### config.mk
export PLATFORM = sky130hd
export DESIGN_NAME = bit_serializer_flat
export DESIGN_NICKNAME = d
export VERILOG_FILES = /design/src/rtl/bit_serializer_if.sv /design/src/rtl/bit_serializer.sv /design/src/flat_wrapper.sv
export SDC_FILE = /design/constraint.sdc
export NUM_CORES = 1
export LEC_CHECK = 0
export CAP_MARGIN = 5
export CORE_MARGIN = 5
export CORE_UTILIZATION = 34
export CTS_CLUSTER_SIZE = 16
export DETAILED_ROUTE_END_ITERATION = 16
export GPL_TIMING_DRIVEN = 0
export PLACE_DENSITY = 0.6
export SLEW_MARGIN = 5
export SYNTH_ARGS = -nofsm -noshare
export SYNTH_HDL_FRONTEND = slang
export SYNTH_SLANG_ARGS = --single-unit
### constraint.sdc
create_clock -name clk -period 3.8 [get_ports clk]
set_input_delay 0.38 -clock clk [delete_from_list [all_inputs] [get_ports clk]]
set_output_delay 0.38 -clock clk [all_outputs]
set_load 0.02 [all_outputs]
### src/rtl/bit_serializer_if.sv
// Parallel word handshake into the bit serializer.
// A word transfers on a rising clk edge where in_valid && in_ready; in_ready never depends on in_valid.
interface bit_serializer_if #(
  parameter int WIDTH = 8
);
  logic [WIDTH-1:0] in_data;
  logic             in_valid;
  logic             in_ready;

  modport master (output in_data, output in_valid, input in_ready);
  modport slave  (input in_data, input in_valid, output in_ready);
endinterface

### src/rtl/bit_serializer.sv
// Parallel-to-serial feeder for the 0110 sequence detector, with a one-word holding
// buffer so back-to-back words stream gap-free; idles at IDLE_BIT when starved.
module bit_serializer #(
  parameter int WIDTH     = 8,
  parameter int MSB_FIRST = 0,
  parameter bit IDLE_BIT  = 1'b1
) (
  input  logic             clk,
  input  logic             reset_n,
  bit_serializer_if.slave  in_bus,
  output logic             x_out,
  output logic             x_active,
  output logic             word_done,
  output logic             busy,
  output logic             state_dbg
);

  localparam int CNT_W = $clog2(WIDTH);
  localparam logic [CNT_W-1:0] LAST = CNT_W'(WIDTH - 1);

  typedef enum logic {IDLE = 1'b0, SHIFT = 1'b1} state_t;

  state_t           state_q, state_n;
  logic [WIDTH-1:0] shift_q, shift_n;
  logic [WIDTH-1:0] buf_q, buf_n;
  logic             buf_full_q, buf_full_n;
  logic [CNT_W-1:0] cnt_q, cnt_n;
  logic             x_out_q, x_out_n;
  logic             accept, load_slot;

  assign accept    = in_bus.in_valid && !buf_full_q;
  // Load slot: idle, or the last bit of the current word is on x_out.
  assign load_slot = (state_q == IDLE) || (cnt_q == LAST);

  always_ff @(posedge clk or negedge reset_n) begin
    if (!reset_n) begin
      state_q    <= IDLE;
      shift_q    <= '0;
      buf_q      <= '0;
      buf_full_q <= 1'b0;
      cnt_q      <= '0;
      x_out_q    <= IDLE_BIT;
    end else begin
      state_q    <= state_n;
      shift_q    <= shift_n;
      buf_q      <= buf_n;
      buf_full_q <= buf_full_n;
      cnt_q      <= cnt_n;
      x_out_q    <= x_out_n;
    end
  end

  always_comb begin
    state_n    = state_q;
    shift_n    = shift_q;
    buf_n      = buf_q;
    buf_full_n = buf_full_q;
    cnt_n      = cnt_q;
    x_out_n    = IDLE_BIT;
    if (load_slot) begin
      cnt_n = '0;
      if (buf_full_q) begin
        shift_n    = buf_q;
        buf_full_n = 1'b0;
        state_n    = SHIFT;
      end else if (accept) begin
        shift_n = in_bus.in_data;
        state_n = SHIFT;
      end else begin
        state_n = IDLE;
      end
    end else begin
      if (MSB_FIRST != 0) shift_n = {shift_q[WIDTH-2:0], 1'b0};
      else                shift_n = {1'b0, shift_q[WIDTH-1:1]};
      cnt_n = cnt_q + CNT_W'(1);
      if (accept) begin
        buf_n      = in_bus.in_data;
        buf_full_n = 1'b1;
      end
    end
    // x_out is registered from the bit that will sit at the output end next cycle.
    if (state_n == SHIFT) begin
      if (MSB_FIRST != 0) x_out_n = shift_n[WIDTH-1];
      else                x_out_n = shift_n[0];
    end
  end

  assign in_bus.in_ready = !buf_full_q;
  assign x_out           = x_out_q;
  assign x_active        = (state_q == SHIFT);
  assign word_done       = (state_q == SHIFT) && (cnt_q == LAST);
  assign busy            = (state_q == SHIFT) || buf_full_q;
  assign state_dbg       = state_q;

endmodule

### src/flat_wrapper.sv
// flat-port wrapper written by rule: the top's interface ports become plain ports
module bit_serializer_flat 
#(
  parameter int WIDTH     = 8,
  parameter int MSB_FIRST = 0,
  parameter bit IDLE_BIT  = 1'b1
)
  (clk, reset_n, x_out, x_active, word_done, busy, state_dbg, in_bus_in_data, in_bus_in_valid, in_bus_in_ready);
  bit_serializer_if #(.WIDTH(WIDTH)) in_bus_i ();
  input  logic clk;
  input  logic reset_n;
  output logic x_out;
  output logic x_active;
  output logic word_done;
  output logic busy;
  output logic state_dbg;
  input wire logic [$bits(in_bus_i.in_data)-1:0] in_bus_in_data;
  input wire logic [$bits(in_bus_i.in_valid)-1:0] in_bus_in_valid;
  output wire logic [$bits(in_bus_i.in_ready)-1:0] in_bus_in_ready;
  assign in_bus_i.in_data = in_bus_in_data;
  assign in_bus_i.in_valid = in_bus_in_valid;
  assign in_bus_in_ready = in_bus_i.in_ready;
  bit_serializer #(.WIDTH(WIDTH), .MSB_FIRST(MSB_FIRST), .IDLE_BIT(IDLE_BIT)) u_core (.clk(clk), .reset_n(reset_n), .in_bus(in_bus_i), .x_out(x_out), .x_active(x_active), .word_done(word_done), .busy(busy), .state_dbg(state_dbg));
endmodule
==> impl_metrics.toml <==
[outcome]
status = "finished, final reports clean"

[die]
ios = 17
die_x_um = 64.50
die_y_um = 64.50
initial_core_util_pct = 35.99
coreArea_sq_um = 2805
die_area_sq_um = 4160
rows = 19

[clocking]
cts_tree = "done"
cts_hold_buf = 0
cts_sinks = 21
cts_htree_levels = 1
cts_root_buffer = "clkbuf_4"
cts_buffers = 3
clk_pin_slew_worst_paths_ns = 0.13
cts_resized = 0
post_cts_buffers = 0
clockBufferDepth = 2
clock_latency_ns = 0.31

[grt]
grt_first_pass_wirelength_um = 3643
grt_max_degree = 22
gr-total-overflow = 0
antenna_found_initial = 0
grt_pass1_vias = 768
grt_use_total_pct = 11.19

[synth]
synth_edf_count = 0
yosys_warnings = 0
yosys.area.top_type = "dfrtp_1"
yosysSeqAreaShare_pct = 52.17
yosysUniqueCellTypes = 24
ys_top_cells_by_area = "dfrtp_1 50%, mux2_4 12%, o21ai_0 5.9%"
synth.avg_cell_area_sq_um = 11.47
synth_nets = 101
ys_ff_latch = 21
synth_top_cell_area_share_pct = 49.57
syn_inst = 88
syn_area_sq_um = 1010
synth_ff_type = "dfrtp_1"
async_flop_share_pct = 100.0

[sta]
fin_ws_ns = 1.504
hold-worst-slack_ns = 0.4457
grt_setup_unrepaired = "false"
max_slew_margin_pct = 37.24
finClkSkew_ns = 0.004429
hold_viol = 0
worstMarginPinSlew_ns = 0.9384
maxClockFrequency_ghz = 0.4356
period_minus_slack_ns = 2.296
fin_setup_tns_ns = 0
min_period_over_period_pct = 60.41
setup-violations-final = 0
finalMaxSlewViolations = 0

[worst_setup_path]
cp.required_ns = 3.42
cpPeakStageDelay_ns = 0.59
timing.rr.end = "u_core.buf_q[4]"
rrSetupSlack_ns = 2.08
cp_num_cells = 3
path_max_fanout = 10
worstRegToRegCells = 6
timing.rr.start = "u_core.cnt_q[0]"
critPathTopFamily = "buffers and inverters"
startpoint_type = "flip-flop"
end_kind = "output port"
crit_chain = "clkbuf_1, or2_2, clkdlybuf4s50_1"
crit_arrival_ns = 1.92
crit_slowest_cell = "clkdlybuf4s50_1"
crit_type = "reg2out"
crit_end = "busy"
startpoint = "u_core.buf_full_q"
worst-path-buf-inv = 2

[power_and_ir_drop]
peakVddDrop_mv = 0.3882
leakagePower_nw = 0.5422
power.density_nw_per_um2 = 663.3
power_uw = 820.0

[final_layout]
fin_util_pct = 44.07
postLayoutCellArea_sq_um = 1236
final_cell_mix = "20 x dfrtp_1, 16 x clkdlybuf4s50_1, 12 x o21ai_0, 9 x nand2_1, 8 x mux2_4"
final-instance-count-excl-fill = 139
layout_commonest_cell = "dfrtp_1"
final_nets = 122
n_antenna_cell = 0
drive_gt1_share_pct = 21.30
syn2layout_area_growth_pct = 22.43

[run]
cap_violations = 0

[routing]
routed_via_density = 5.209
detail_route.wl_per_cell_um = 14.73
ant_nets = 0
drcViolationCount = 0
dr.pass1.iters = 4
drtIter0Drc = 21
vias = 724
wl_um = 2047

[place]
dp_slack_ns = 1.865
placement.cell_area_sq_um = 1209
dpl.hpwl_um = 1368
gp_congestion = 0.7248
dp_cells = 135
portBuffers = 16

[worst_hold_path]
hold_class = "reg2reg"
registers in the layout, indices dropped and copies added, names as in the netlist:
register,cells
u_core.buf_q,8
u_core.shift_q,7
u_core.cnt_q,3
u_core.buf_full_q,1
u_core.state_dbg,1
u_core.x_out,1
cell type report:
type                       instances  area, sq um
fill                             279         1569
inverter                           1        3.754
sequential                        21        526.8
clock buffer                       3        22.52
multi-input combinational         60        435.4
timing repair buffer              16        160.2
clock inverter                     1        5.005
tap                               31        38.79
buffer                             6        43.79
logic make-up after synthesis:
logic type | after synthesis | share of synthesized area, %
mux | 9 | 13.01
simple gates | 28 | 15.61
flops | 21 | 52.17
buf+inv | 7 | 4.708
fa+ha+maj | 2 | 2.478
compound gates | 21 | 12.02
metal layers:
layer | track usage (%) | vias up | part of all wire, %
li1 | - | 342 | -
met1 | 15.65 | 355 | 48
met2 | 17.14 | 25 | 46
met3 | 3.282 | 2 | 6.0
met4 | 2.639 | 0 | 0.54
met5 | 0 | - | 0
cell usage after synthesis (2+ instances only):
| library cell | number |
|---|---|
| a211oi_1 | 6 |
| a21oi_1 | 2 |
| and2_1 | 3 |
| and2b_1 | 2 |
| buf_2 | 2 |
| buf_6 | 2 |
| dfrtp_1 | 20 |
| ha_1 | 2 |
| mux2_4 | 8 |
| nand2_1 | 9 |
| nor2_1 | 4 |
| nor2b_1 | 4 |
| o21ai_0 | 12 |
| or2_2 | 2 |
how the worst min path moves through the flow:
stage                     from                 to  slack, ns  depth (start not counted)
4_1_cts        u_core.cnt_q[0]    u_core.cnt_q[0]       0.45                          1
5_1_grt        u_core.cnt_q[0]    u_core.cnt_q[0]       0.47                          1
6_report       u_core.cnt_q[0]    u_core.cnt_q[0]       0.45                          1
2_1_floorplan          reset_n  u_core.buf_full_q       0.08                          0
3_3_place_gp   u_core.cnt_q[0]    u_core.cnt_q[0]       0.42                          1
3_5_place_dp   u_core.cnt_q[0]    u_core.cnt_q[0]       0.43                          1
power by group:
part           total, mW  switching (mW)  internal, mW
combinational      0.342           0.160         0.182
sequential         0.365          0.0428         0.323
clock              0.113          0.0732        0.0394
worst reg2reg max path, stage by stage (launching register included):
cell	delay [ns]
dfrtp_1	0.40
ha_1	0.20
ha_1	0.23
nor2b_4	0.12
and3_4	0.18
buf_6	0.16
mux2_4	0.32
Power figures use the tool's default switching activity.
